<file path="config.mk">
export PLATFORM = sky130hd
export DESIGN_NAME = bp_me_lce_cmd_arbiter
export DESIGN_NICKNAME = d
export VERILOG_FILES = /design/src/rtl/bp_me_lce_cmd_arbiter.sv
export SDC_FILE = /design/constraint.sdc
export NUM_CORES = 1
export LEC_CHECK = 0
export ABC_AREA = 1
export ABC_CLOCK_PERIOD_IN_PS = 2370
export CAP_MARGIN = 20
export CORE_ASPECT_RATIO = 0.9
export CORE_UTILIZATION = 44
export CTS_CLUSTER_SIZE = 8
export DETAILED_ROUTE_END_ITERATION = 8
export HOLD_SLACK_MARGIN = 0.05
export PLACE_DENSITY = 0.9
export SKIP_LAST_GASP = 1
export SLEW_MARGIN = 20
export SYNTH_ARGS = -nofsm -noshare
export SYNTH_HDL_FRONTEND = slang
export SYNTH_SLANG_ARGS = --single-unit
export TNS_END_PERCENT = 100
</file>
<file path="constraint.sdc">
create_clock -name clk_i -period 2.37 [get_ports clk_i]
set_clock_uncertainty 0.1 [all_clocks]
set_input_delay 0.711 -clock clk_i [delete_from_list [all_inputs] [get_ports clk_i]]
set_output_delay 0.711 -clock clk_i [all_outputs]
set_load 0.02 [all_outputs]
</file>
<file path="src/rtl/bp_me_lce_cmd_arbiter.sv">
// Round-robin arbiter that merges several LCE command sources into one
// registered output slot feeding the LCE command packet encoder.
package bp_me_lce_cmd_arbiter_pkg;

  typedef enum logic [1:0] {
    e_bp_default_cfg,
    e_bp_inv_cfg,
    e_bp_half_core_cfg
  } bp_params_e;

  // Packed bp_lce_cmd_s width for each processor configuration.
  function automatic int lce_cmd_width(bp_params_e cfg);
    case (cfg)
      e_bp_inv_cfg:       return 48;
      e_bp_half_core_cfg: return 56;
      default:            return 64;
    endcase
  endfunction

endpackage

module bp_me_lce_cmd_arbiter
  import bp_me_lce_cmd_arbiter_pkg::*;
#(
  parameter bp_params_e bp_params_p = e_bp_inv_cfg,
  parameter int num_req_p = 2,
  localparam int lce_cmd_width_lp = lce_cmd_width(bp_params_p),
  localparam int id_width_lp = (num_req_p <= 1) ? 1 : $clog2(num_req_p)
) (
  input  logic                                  clk_i,
  input  logic                                  reset_i,
  input  logic [num_req_p*lce_cmd_width_lp-1:0] lce_cmd_i,
  input  logic [num_req_p-1:0]                  lce_cmd_v_i,
  output logic [num_req_p-1:0]                  lce_cmd_yumi_o,
  output logic [lce_cmd_width_lp-1:0]           lce_cmd_o,
  output logic                                  lce_cmd_v_o,
  input  logic                                  lce_cmd_ready_i,
  output logic [id_width_lp-1:0]                grant_id_o
);

  logic                        v_q, v_d;
  logic [lce_cmd_width_lp-1:0] data_q, data_d;
  logic [id_width_lp-1:0]      id_q, id_d;
  logic [id_width_lp-1:0]      last_q, last_d;

  logic                        any_v;
  logic [id_width_lp-1:0]      winner;
  logic [lce_cmd_width_lp-1:0] winner_data;
  logic                        space;
  logic                        deq;
  logic                        grant;
  int                          cand;
  logic [id_width_lp-1:0]      cand_id;

  // Output valid is forced low during reset so a held command is never offered.
  assign lce_cmd_v_o = v_q & ~reset_i;
  assign lce_cmd_o   = data_q;
  assign grant_id_o  = id_q;

  assign deq   = lce_cmd_v_o & lce_cmd_ready_i;
  assign space = ~lce_cmd_v_o | lce_cmd_ready_i;
  assign grant = any_v & space & ~reset_i;

  // Round-robin search starting just after the last granted source.
  always_comb begin
    any_v       = 1'b0;
    winner      = '0;
    winner_data = '0;
    cand        = 0;
    cand_id     = '0;
    for (int i = 1; i <= num_req_p; i++) begin
      cand = int'(last_q) + i;
      if (cand >= num_req_p) cand = cand - num_req_p;
      cand_id = cand[id_width_lp-1:0];
      if (!any_v && lce_cmd_v_i[cand_id]) begin
        any_v       = 1'b1;
        winner      = cand_id;
        winner_data = lce_cmd_i[cand*lce_cmd_width_lp +: lce_cmd_width_lp];
      end
    end
  end

  // One-hot consume strobe for the winner, only when the slot can take it.
  always_comb begin
    lce_cmd_yumi_o = '0;
    if (grant) lce_cmd_yumi_o[winner] = 1'b1;
  end

  // Slot update: a grant refills (even while draining), a bare dequeue empties.
  always_comb begin
    v_d    = v_q;
    data_d = data_q;
    id_d   = id_q;
    last_d = last_q;
    if (grant) begin
      v_d    = 1'b1;
      data_d = winner_data;
      id_d   = winner;
      last_d = winner;
    end else if (deq) begin
      v_d = 1'b0;
    end
  end

  // State registers; last_q resets to the top index so source 0 wins first.
  always_ff @(posedge clk_i) begin
    if (reset_i) begin
      v_q    <= 1'b0;
      data_q <= '0;
      id_q   <= '0;
      last_q <= id_width_lp'(num_req_p - 1);
    end else begin
      v_q    <= v_d;
      data_q <= data_d;
      id_q   <= id_d;
      last_q <= last_d;
    end
  end

endmodule

</file>
Word level (Yosys, flattened, before mapping) --
Cells that the tools add are included.
Cells by class: order comparisons 6, bitwise logic cells 7, add/subtract/negate cells 4, $mul 2, shift-type cells 2, reductions and logical operators 4, divide/modulo/power cells 0, equal/unequal tests 0, multiplexer cells 17
Operators by type and width (count):
- indexed part select 96 x 32 -> 48 bit | 2
- two-way mux 48 bit | 2
- multiplier 32 x 3 -> 28 bit, second input constant | 2
- two-way mux 32 bit | 2
- two-way mux 1 bit | 11
- less-than comparator 1 x 2 -> 1 bit, second input constant | 3
- bitwise AND 1 bit | 4
- subtractor 3 x 2 -> 4 bit, second input constant | 1
- adder 1 x 2 -> 3 bit, second input constant | 1
- >= comparator 3 x 2 -> 1 bit, second input constant | 1
- subtractor 2 x 2 -> 3 bit, second input constant | 1
- adder 1 x 1 -> 2 bit, second input constant | 1
- >= comparator 2 bit, second input constant | 1
- logical AND 1 bit | 2
- two-way mux 2 bit | 1
- NOT 1 bit | 2
- nonzero test 2 bit | 1
- demux 1 bit (select 1 bit) | 1
- >= comparator 1 bit, second input constant | 1
- logical NOT 1 bit | 1
- bitwise OR 1 bit | 1
Storage, ports and cells: flip-flop bits (word level) 51, memories kept 0, bits of input ports 101, latch bits 0, memory bits (writable) 0, word-level logic and storage cells 46, bits in read-only memories 0, output and inout port bits 52

Logic depth before layout (Yosys ltp) --
Gate-level depths: netlist of the first run.
word-level depth 14, mapped depth 9, depth with buffers taken out 7

Worst setup path after synthesis of the first run --
OpenSTA, ideal clock, no wires.
path type input-to-output, from in reset_i, to out lce_cmd_yumi_o[0], stages on the path 6, arrival 1.467 ns, path buffers 1, setup slack 0.092 ns, data required time 1.559 ns, cells stage by stage inv_2 -> o21ai_1 -> nor2_4 -> buf_4 -> nand2_1 -> inv_1
Between the ends: cells in the longest elaborated chain, start to end 7
Ends and longest elaborated chain:
- start: declaration | line 31 | input logic reset_i,
- NOT 1 bit * | line 56, 62
- bitwise AND 1 bit | line 56 | assign lce_cmd_v_o = v_q & ~reset_i;
- NOT 1 bit | line 61 | assign space = ~lce_cmd_v_o | lce_cmd_ready_i;
- bitwise OR 1 bit | line 61
- bitwise AND 1 bit | line 62 | assign grant = any_v & space & ~reset_i;
- bitwise AND 1 bit * | line 62
- two-way mux 2 bit * | line 86 | if (grant) lce_cmd_yumi_o[winner] = 1'b1;
- end: declaration | line 34 | output logic [num_req_p-1:0] lce_cmd_yumi_o,
Every way passes the cells marked *; elsewhere a longest branch is shown, timed or not.

Worst setup path in the final report of the first run --
from in lce_cmd_v_i[0], to out lce_cmd_yumi_o[0]
Between the ends: cells in the longest elaborated chain, start to end 11, elaborated cells between the ends (all ways) 18, classes of those cells order compare (2); mux (11); bitwise (2); reduce/logical (3)
Ends and longest elaborated chain:
- start: declaration | line 33 | input logic [num_req_p-1:0] lce_cmd_v_i,
- two-way mux 1 bit (implied by the code) (2 in a row) | line 75 | if (!any_v && lce_cmd_v_i[cand_id]) begin
- two-way mux 1 bit | line 75
- logical NOT 1 bit | line 75
- logical AND 1 bit | line 75
- two-way mux 1 bit | line 75
- less-than comparator 1 x 2 -> 1 bit (implied by the code) / >= comparator 1 bit (equally long branches) | line 86
- logical AND 1 bit (implied by the code) | line 86
- two-way mux 1 bit (implied by the code) | line 86
- demux 1 bit (select 1 bit) | line 86
- two-way mux 2 bit * | line 86
Every way passes the cells marked *; elsewhere a longest branch is shown, timed or not. The select of a mux whose other input is x is not followed.

==> parameters.txt, run 1 <==
Parameter                              Value

Drt
  Number of iterations in the first detailed-routing pass ... 7
  Detailed-route vias per instance ... 4.953
  Via count ... 4606
  Remaining DRCs ... 10
  WL/cell ... roughly 12 µm
  Iter 0 DRT Violations ... 145
  Final Routed Wirelength ... 11020 µm
  Detail Route Antenna Nets ... 0

Critical path
  Chain of cells forming the critical path ... dlygate4sd2_1 > o21ai_2 > nor2_4 > nand2_2 > inv_2 > buf_6
  Worst reg2reg path depth ... 9
  Setup slack on the worst flop-to-flop path ... between 0.3 and 0.4 ns
  Critical path class ... input port to output pin
  Worst path required time ... 1.56 ns
  Slowest cell on the critical path ... sky130_fd_sc_hd__dlygate4sd2_1
  CP Data Arrival Time ... about 1.5 ns
  Startpoint types ... input port
  Crit path buffers/inverters ... 3
  Launching point of the worst reg2reg path ... last_q
  Worst path max stage delay ... 0.26 ns
  Worst-path fanout max ... 3
  R2R Path End ... lce_cmd_o[26]
  Crit end category ... output pin
  Category of cells accounting for the largest share of critical-path delay ... buffers and inverters

Yosys
  Area fraction of the dominant cell type after synthesis ... between 30% and 40%
  Avg Synthesized Cell Area ... 5.230 µm²
  Synth Area in Simple Gates ... around 46%
  Synth Area in Compound Gates ... 13.94%
  Leading post-synthesis cells by cell area ... sky130_fd_sc_hd__nand2_1 (30%), sky130_fd_sc_hd__dfxtp_1 (28%), sky130_fd_sc_hd__nor2_1 (15%)
  Most common cell in the synthesized netlist ... sky130_fd_sc_hd__nand2_1
  Top cell type by total area after synthesis ... sky130_fd_sc_hd__nand2_1
  Mapped Nets ... 801
  Yosys cell types ... 15
  EDFF count, synth ... 0
  Primary FF master, synth ... sky130_fd_sc_hd__dfxtp_1
  Multiplexer share of the synthesized area ... 0%
  Share of synthesized area occupied by flip-flops and latches ... 27.89%
  Commonest cells in the synthesized netlist ... sky130_fd_sc_hd__nand2_1 (295), sky130_fd_sc_hd__nor2_1 (148), sky130_fd_sc_hd__a21oi_1 (96)
  Share of the synthesized netlist area taken by xor and xnor gates ... 0%
  Number of register bits inferred by synthesis ... between 50 and 60
  Cells after synthesis ... 700
  Cell area after synthesis ... 3661 µm²
  Asr flop ratio synth ... 0%
  Synthesized-area fraction occupied by adder cells ... 0%
  Largest family of logic cells by synthesized area ... simple AND/OR/NAND/NOR gates
  Count of yosys warnings during synthesis ... 0

Layout
  Number of nets in the layout ... just over 900
  Footprint of the multi-input gates ... 2230 µm²
  Fraction of layout instances using a drive strength above 1 ... 4.463%
  Layout overhead on the synthesized area ... 45.90%
  Area occupied by registers ... 1025 µm²
  Filler cell count ... 730

Power and ir drop
  Switching power total ... around 1100 µW
  Clk pwr share ... about 18%
  PwrDens ... 547.4 nW/µm²
  Internal power ... 1827 µW
  Switching power share of the total ... 37.52%
  Peak ir drop on the vdd network ... between 0.3 and 0.4 mV
  Combinational share of power ... 46.5%
  Leakage ... around 0.0028 µW
  Register share of total power ... 35.8%
  Power, Total ... 2924 µW

Clocking
  CTS H-tree depth ... 2
  # hold bufs at CTS ... 0
  CTS Buffer Depth ... 2
  CTS root buf ... sky130_fd_sc_hd__clkbuf_8
  Clock tree from TritonCTS ... yes
  Clock network latency to the later pin of the worst-skew pair ... 0.30 ns
  Clock buffer count from CTS ... 5
  Clock transition at the registers of the reported paths ... about 0.080 ns
  Clk sink count ... 51

GRT
  GRT overflow ... 0
  Antenna violations before repair ... 2
  Pin count of the biggest net entering global routing ... 102
  Global-route wire length before repair ... 17680 µm
  Aggregate global-route resource usage ... 24.82%
  Via count of the first global-routing pass ... about 4300

Hold path
  Type of the worst min-delay path ... register to register
  Worst Hold Depth ... 2
  Hold path start ... lce_cmd_o[24]
  Endpoint of the worst hold path ... lce_cmd_o[24]

Run status
  Violations in the final reports ... DRC
  Status ... finished with violations

Floorplan
  Cell row count ... 31
  DIE AREA ... 8690 µm²
  Horizontal die dimension ... 98.15 µm
  Y dimension of the die ... 88.54 µm
  I/O pin total ... 153
  Area of the core ... a little over 8000 µm²
  Initial standard-cell utilization of the core ... around 45%

STA
  Final slew viol count ... 0
  Setup slack of the critical path after layout ... 0.04106 ns
  Slew HR ... 51.27%
  Maximum clock frequency ... ~430 MHz
  Setup TNS Final ... 0 ns
  Final Hold Viols ... 0
  Slew @ Worst Pin ... between 0.7 and 0.8 ns
  Setup violation total in the final timing report ... 0
  Final worst path period share ... 98.27%
  Time the worst path needs with I/O delays and setup ... 2.329 ns
  Setup repair after global routing missed its margin ... true

Placement
  Number of I/O port buffers ... 152
  Half-perimeter wire length after detailed placement ... 7623 µm
  Pre-CTS worst setup slack ... -0.7415 ns
  Final weighted congestion of routability-driven global placement ... 0.7685

Run
  Number of violations of the max-capacitance limit ... 0
## stage by stage
step	hold slack [ns]	area (µm²)	std cells	utilization, %
after global routing	0.4336	5341	930	66.21
after floorplan	0.3723	3661	700	-
after global placement	0.3796	5214	919	64.62
final	0.4057	5341	930	66.21
after detailed placement	0.3891	5214	919	64.62
after CTS	0.4103	5324	928	65.99
## cell usage in the layout, fill, tap and decap left out, drive strengths merged
cell / n
clkdlybuf4s50: 145
a21oi: 96
dfxtp: 51
nor2: 149
dlygate4sd2: 3
clkinv: 1
o21ai: 6
buf: 18
nor3: 1
diode: 2
nand2: 295
clkbuf: 7
clkdlybuf4s15: 1
inv: 56
## worst reg2reg max path, delay by kind of cell (launching register included)
| kind | cells | cell delay, ns |
|---|---|---|
| DFF | 1 | 0.36 |
| and+or+nand+nor | 6 | 0.51 |
| buffers and inverters | 3 | 0.96 |
## how the worst max path moves through the flow
stage | from | endpoint | slack [ns] | cells past startpoint
after global placement | lce_cmd_v_i[1] | lce_cmd_yumi_o[0] | -0.70 | 6
after floorplan | reset_i | lce_cmd_yumi_o[0] | 0.09 | 6
after global routing | lce_cmd_v_i[1] | lce_cmd_yumi_o[0] | -0.003 | 6
after CTS | lce_cmd_v_i[1] | lce_cmd_yumi_o[0] | 0.02 | 6
final | lce_cmd_v_i[0] | lce_cmd_yumi_o[0] | 0.04 | 6
after detailed placement | lce_cmd_v_i[1] | lce_cmd_yumi_o[1] | -0.74 | 4
## power by group through the flow
stage / Combinational, µW / Clock, µW / Sequential [µW]
6_report: 1360 / 520 / 1050
4_1_cts: 1360 / 539 / 1050
5_1_grt: 1500 / 571 / 1060
3_5_place_dp: 1350 / 0 / 1060
2_1_floorplan: 645 / 0 / 1200
3_3_place_gp: 1310 / 0 / 1060
## area by class of cell
type	count	area share, %
flip-flops and latches	51	19.18
diodes	2	0.09370
inverters	56	3.935
repair buffers	167	31.01
clock buffers	7	1.616
multi-input cells	547	41.74
well taps	99	2.319
clock inverters	1	0.09370
## logic make-up after synthesis
group                  count (synthesis)
AOI/OAI and AO/OA                    102
buffers and inverters                102
DFF                                   51
and+or+nand+nor                      445
## flip-flops by register name, indices dropped and copies added (netlist names)
signal / flops
lce_cmd_o: 48
grant_id_o: 1
last_q: 1
v_q: 1
## repair_timing
item,4_1_cts,5_1_grt
setup buffers,1,0
setup endpoints to repair,52,22
cloned,0,0
resized for setup,28,3
pin swaps,3,3
## layer usage
layer,global-route usage [%],wire [µm],vias up
li1,-,-,2378
met1,25.34,4546,2079
met2,49.36,5484,135
met3,6.951,852,14
met4,8.141,141,0
met5,0,0,-
No activity file was read; power rests on OpenSTA's default activity.
==> run 2: changes to the inputs <==
--- a/config.mk
+++ b/config.mk
@@ -9,11 +9,12 @@
 export ABC_CLOCK_PERIOD_IN_PS = 2370
 export CAP_MARGIN = 20
 export CORE_ASPECT_RATIO = 0.9
-export CORE_UTILIZATION = 44
+export CORE_UTILIZATION = 45
+export CTS_BUF_LIST = sky130_fd_sc_hd__clkbuf_8
 export CTS_CLUSTER_SIZE = 8
 export DETAILED_ROUTE_END_ITERATION = 8
 export HOLD_SLACK_MARGIN = 0.05
-export PLACE_DENSITY = 0.9
+export PLACE_DENSITY = 0.92
 export SKIP_LAST_GASP = 1
 export SLEW_MARGIN = 20
 export SYNTH_ARGS = -nofsm -noshare
==> run 2 against run 1 <==
The run now ends clean; sequential cell count is the same; combinational power barely moved; fmax shrank 0.96%; final cell count fell by 0.22%; core utilization increased by 3.3 points; hold slack improved by 0.0032 ns; count of clock-buffer cells in the layout shrank 2; clock power decreased by 4%; largest cell class unchanged.
==> parameters.txt, run 2 (synthesis results as in run 1) <==
Parameter                              Value

Placement
  Placed Cells incl. Taps ... 916
  Number of I/O port buffers ... 152
  Final weighted congestion of routability-driven global placement ... 0.7991
  Half-perimeter wire length after detailed placement ... 7764 µm

Power and ir drop
  Internal power ... 1796 µW
  Power, Total ... 2916 µW
  PwrDens ... approximately 550 nW/µm²
  Leakage ... 0.002760 µW
  Peak ir drop on the vdd network ... around 0.31 mV
  Combinational share of power ... 46.9%
  Switching power share of the total ... 38.39%
  Clk pwr share ... about 17%
  Switching power total ... 1119 µW
  Register share of total power ... a little over a third

STA
  Setup repair after global routing missed its margin ... true
  Final worst path period share ... 99.22%
  Maximum clock frequency ... 425.3 MHz
  Setup violation total in the final timing report ... 0
  Time the worst path needs with I/O delays and setup ... 2.351 ns
  Final Hold Viols ... 0
  Slew HR ... 52.09%
  Final slew viol count ... 0
  Slew @ Worst Pin ... around 0.7 ns

Layout
  Number of nets in the layout ... 931
  Flip-flop count of the largest register after layout ... 48
  Number of cells in the finished layout apart from fillers ... 928
  Layout overhead on the synthesized area ... 46.14%
  Most common library cell in the layout ignoring fill and taps ... sky130_fd_sc_hd__nand2_1
  Footprint of the multi-input gates ... between 2000 and 2500 µm²
  Highest-count cells in the layout ignoring fill and taps ... sky130_fd_sc_hd__nand2_1 (292), sky130_fd_sc_hd__nor2_1 (147), sky130_fd_sc_hd__clkdlybuf4s50_1 (145)
  Fraction of layout instances using a drive strength above 1 ... 4.813%
  Filler cell count ... 682
  Area occupied by registers ... about 1000 µm²

Drt
  WL/cell ... 12.22 µm
  Detail Route Antenna Nets ... 0
  Number of iterations in the first detailed-routing pass ... 4
  Remaining DRCs ... 0
  Final Routed Wirelength ... 11340 µm
  Iter 0 DRT Violations ... 187
  Detailed-route vias per instance ... 5.039
  Via count ... 4676

GRT
  Pin count of the biggest net entering global routing ... approximately 100
  Antenna violations before repair ... 1
  GRT overflow ... 0
  Via count of the first global-routing pass ... 4411
  Aggregate global-route resource usage ... 25.91%
  Global-route wire length before repair ... 18450 µm

Critical path
  Cell with the most instances on the worst path ... sky130_fd_sc_hd__nand2_1
  Crit end category ... output pin
  Startpoint types ... input port
  Category of cells accounting for the largest share of critical-path delay ... buffers and inverters
  Setup slack on the worst flop-to-flop path ... 0.35 ns
  Worst reg2reg path depth ... 9
  Worst path required time ... 1.56 ns
  R2R Path End ... lce_cmd_o[4]
  Slowest cell on the critical path ... sky130_fd_sc_hd__dlygate4sd2_1
  Crit path buffers/inverters ... 2
  Worst-path fanout max ... 3
  CP Data Arrival Time ... 1.54 ns
  Worst path max stage delay ... 0.29 ns
  Critical path class ... input port to output pin
  Chain of cells forming the critical path ... dlygate4sd2_1 > nand2_1 > nand2_1 > nor3_2 > buf_4
  Launching point of the worst reg2reg path ... last_q

Clocking
  CTS Buffer Depth ... 2
  Clock buffer count from CTS ... 5
  Clock transition at the registers of the reported paths ... 0.09 ns
  CTS root buf ... sky130_fd_sc_hd__clkbuf_8
  CTS H-tree depth ... 2
  Clk sink count ... 51
  Clock network latency to the later pin of the worst-skew pair ... 0.31 ns
  Clock tree from TritonCTS ... yes
  # hold bufs at CTS ... 0

Floorplan
  Initial standard-cell utilization of the core ... 47.58%
  I/O pin total ... 153
  Cell row count ... 30
  Area of the core ... 7695 µm²
  Y dimension of the die ... roughly 88 µm
  DIE AREA ... 8501 µm²
  Horizontal die dimension ... between 90 and 100 µm

Hold path
  Type of the worst min-delay path ... register to register
  Worst Hold Depth ... 2
  Hold path start ... lce_cmd_o[14]
  Endpoint of the worst hold path ... lce_cmd_o[14]

Run
  Number of violations of the max-capacitance limit ... 0

Run status
  Status ... finished clean
## run 2: final cells by class
type / instances / area share [%]
multi-input combinational: 547 / 41.81
clock inverter: 3 / 0.2806
timing repair buffer: 169 / 31.24
clock buffer: 5 / 1.286
antenna: 1 / 0.04677
inverter: 56 / 3.929
tap: 96 / 2.245
sequential: 51 / 19.15
## run 2: power by group through the flow
stage	clock network (µW)	registers, µW	logic, µW
final	501	1050	1370
after global placement	0	1060	1310
after CTS	527	1050	1370
after floorplan	0	1200	645
after global routing	544	1060	1500
after detailed placement	0	1060	1350
## run 2: per-stage QoR
step           hold WS (ns)  area (µm²)  setup WS, ns  utilization (%)  TNS [ns]
4_1_cts              0.4115        5319       0.01208            69.12         0
3_3_place_gp         0.3807        5210       -0.6861            67.71    -18.27
3_5_place_dp         0.3887        5210       -0.7111            67.71    -20.77
6_report             0.4089        5350       0.01857            69.53         0
5_1_grt              0.4201        5350      -0.02222            69.53  -0.02222
2_1_floorplan        0.3723        3661       0.09188                -         0
## run 2: how the worst max path moves through the flow
stage	startpoint	endpoint	slack, ns	cells after the start
after floorplan	reset_i	lce_cmd_yumi_o[0]	0.09	6
after global placement	lce_cmd_v_i[1]	lce_cmd_yumi_o[0]	-0.69	6
after detailed placement	lce_cmd_v_i[1]	lce_cmd_yumi_o[0]	-0.71	6
after CTS	reset_i	lce_cmd_yumi_o[0]	0.01	8
after global routing	lce_cmd_v_i[0]	lce_cmd_yumi_o[1]	-0.02	5
final	lce_cmd_v_i[0]	lce_cmd_yumi_o[1]	0.02	5
## run 2: tightest hold or removal path, delay by kind of cell (launching register included)
family	cells	cell delay, ns
and+or+nand+nor	1	0.09
AOI/OAI and AO/OA	1	0.06
DFF	1	0.33
## run 2: timing repair
item,in CTS,in global routing
buffers inserted,2,1
pin swaps,3,4
cloned,0,0
setup endpoints to repair,51,19
gates resized for setup,27,5
## run 2: metal layers
layer	vias up	GRT usage [%]	routed length [µm]	share of wire [%]
met5	-	0	0	0
met2	187	49.04	5637	50
met4	0	10.85	244	2.2
li1	2382	-	-	-
met1	2083	27.49	4515	40
met3	24	7.103	944	8.3
==> run 3: changes to the inputs <==
--- a/config.mk
+++ b/config.mk
@@ -8,11 +8,12 @@
 export ABC_AREA = 1
 export ABC_CLOCK_PERIOD_IN_PS = 2370
 export CAP_MARGIN = 20
-export CORE_ASPECT_RATIO = 0.9
+export CORE_ASPECT_RATIO = 0.6
 export CORE_UTILIZATION = 45
 export CTS_BUF_LIST = sky130_fd_sc_hd__clkbuf_8
 export CTS_CLUSTER_SIZE = 8
 export DETAILED_ROUTE_END_ITERATION = 8
+export GPL_TIMING_DRIVEN = 1
 export HOLD_SLACK_MARGIN = 0.05
 export PLACE_DENSITY = 0.92
 export SKIP_LAST_GASP = 1
==> run 3 against run 2 <==
Core utilization down 1.5 points; cell area is 0.21% higher; non-clock buffer count shrank 2; sequential power barely moved; critical path type unchanged.
==> parameters.txt, run 3 (synthesis results as in run 1) <==
Parameter                              Value

Placement
  Placed Cells incl. Taps ... 928
  Number of I/O port buffers ... 152
  Half-perimeter wire length after detailed placement ... between 7000 and 8000 µm
  Final weighted congestion of routability-driven global placement ... between 0.8 and 0.9

STA
  Setup violation total in the final timing report ... 0
  Maximum clock frequency ... 427.7 MHz
  Time the worst path needs with I/O delays and setup ... around 2.3 ns
  Final worst path period share ... a little over nine tenths
  Slew HR ... 37.66%
  Worst Hold Slack ... 0.4078 ns
  Final slew viol count ... 0
  Slew @ Worst Pin ... between 0.9 and 1 ns
  Final Hold Viols ... 0
  Setup repair after global routing missed its margin ... true

Power and ir drop
  Leakage ... 0.002755 µW
  PwrDens ... 554.2 nW/µm²
  Peak ir drop on the vdd network ... 0.3234 mV
  Power, Total ... 2971 µW

GRT
  Antenna violations before repair ... 0
  GRT overflow ... 0
  Aggregate global-route resource usage ... a little over a quarter
  Via count of the first global-routing pass ... 4270
  Pin count of the biggest net entering global routing ... 102
  Global-route wire length before repair ... around 19000 µm

Layout
  Most common library cell in the layout ignoring fill and taps ... sky130_fd_sc_hd__nand2_1
  Number of cells in the finished layout apart from fillers ... between 900 and 1000
  Highest-count cells in the layout ignoring fill and taps ... sky130_fd_sc_hd__nand2_1 (291), sky130_fd_sc_hd__nor2_1 (147), sky130_fd_sc_hd__clkdlybuf4s50_1 (145)
  Number of nets in the layout ... 929
  Flip-flop count of the largest register after layout ... 48
  Diode count ... 0
  Layout overhead on the synthesized area ... 46.45%
  Fraction of layout instances using a drive strength above 1 ... 4.584%
  Area occupied by registers ... 1025 µm²
  Footprint of the multi-input gates ... 2227 µm²
  Filler cell count ... 726

Clocking
  CTS root buf ... sky130_fd_sc_hd__clkbuf_8
  CTS Buffer Depth ... 2
  Clock transition at the registers of the reported paths ... 0.09 ns
  Clock network latency to the later pin of the worst-skew pair ... just under 0.3 ns
  Clock tree from TritonCTS ... yes
  Clock buffer count from CTS ... 5
  CTS H-tree depth ... 2
  Clk sink count ... approximately 50

Drt
  Detailed-route vias per instance ... 4.949
  WL/cell ... 11.98 µm
  Iter 0 DRT Violations ... 359
  Final Routed Wirelength ... ~11000 µm
  Number of iterations in the first detailed-routing pass ... 5
  Remaining DRCs ... 0
  Via count ... 4637
  Detail Route Antenna Nets ... 0

Floorplan
  DIE AREA ... 8512 µm²
  Cell row count ... 25
  Y dimension of the die ... 71.87 µm
  I/O pin total ... 153
  Initial standard-cell utilization of the core ... 46.44%
  Area of the core ... 7883 µm²
  Horizontal die dimension ... approximately 120 µm

Critical path
  Crit end category ... output pin
  CP Data Arrival Time ... 1.53 ns
  R2R Path End ... lce_cmd_o[14]
  Worst reg2reg path depth ... 9
  Worst path required time ... 1.56 ns
  Worst-path fanout max ... 3
  Startpoint types ... input port
  Launching point of the worst reg2reg path ... last_q
  Critical path class ... input port to output pin
  Setup slack on the worst flop-to-flop path ... roughly 0.34 ns

Run
  Number of violations of the max-capacitance limit ... 0

Hold path
  Worst Hold Depth ... 2
  Hold path start ... lce_cmd_o[31]
  Type of the worst min-delay path ... register to register
  Endpoint of the worst hold path ... lce_cmd_o[31]

Run status
  Status ... finished clean
## run 3: worst max path at each step
stage	from	end	slack, ns	cells after the start
detailed placement	lce_cmd_v_i[1]	lce_cmd_yumi_o[0]	-0.72	6
finish	lce_cmd_v_i[0]	lce_cmd_yumi_o[0]	0.03	6
CTS	lce_cmd_v_i[0]	lce_cmd_yumi_o[0]	0.04	6
global route	reset_i	lce_cmd_o[44]	-0.02	8
floorplan	reset_i	lce_cmd_yumi_o[0]	0.09	6
global placement	lce_cmd_v_i[1]	lce_cmd_yumi_o[0]	-0.69	6
## run 3: report_power, final
| group | total, µW | switching [µW] | internal (µW) | leakage (µW) |
|---|---|---|---|---|
| clock | 548 | 285 | 263 | 0.0000557 |
| combinational | 1370 | 756 | 615 | 0.00227 |
| sequential | 1050 | 72.0 | 980 | 0.000428 |
| total | 2970 | 1110 | 1860 | 0.00276 |
## run 3: final cells by class
cell class | instances | share of cell area (%)
Multi-Input combinational cell | 547 | 41.54
Timing Repair Buffer | 167 | 31.04
Sequential cell | 51 | 19.11
Inverter | 56 | 3.921
Tap cell | 108 | 2.520
Clock buffer | 7 | 1.797
Clock inverter | 1 | 0.07001
## run 3: what timing repair did
item / in CTS / in global routing
pin swaps: 3 / 1
hold buffers: 0 / 0
resized for setup: 27 / 2
buffers inserted: 1 / 0
endpoints found under the setup margin: 51 / 10
## run 3: worst max-delay path: stages
cell	delay [ns]
sky130_fd_sc_hd__dlygate4sd2_1	0.27
sky130_fd_sc_hd__o21ai_2	0.24
sky130_fd_sc_hd__nor2_4	0.07
sky130_fd_sc_hd__nand2_2	0.07
sky130_fd_sc_hd__inv_2	0.04
sky130_fd_sc_hd__buf_6	0.12
## run 3: metal layers
metal,GRT usage (%),up-vias,wire length [µm]
li1,-,2374,-
met1,33.35,2037,5099
met2,46.99,214,5098
met3,5.732,12,958
met4,5.345,0,72
met5,0,-,0
## run 3: per-stage QoR
step	setup TNS [ns]	utilization [%]	area [µm²]	setup WS [ns]
final	0	68.02	5361	0.03194
after global routing	-0.07022	68.02	5361	-0.02277
after CTS	0	67.94	5355	0.03835
after detailed placement	-19.62	66.44	5238	-0.7171
after global placement	-17.43	66.44	5238	-0.6902
after floorplan	0	-	3661	0.09188
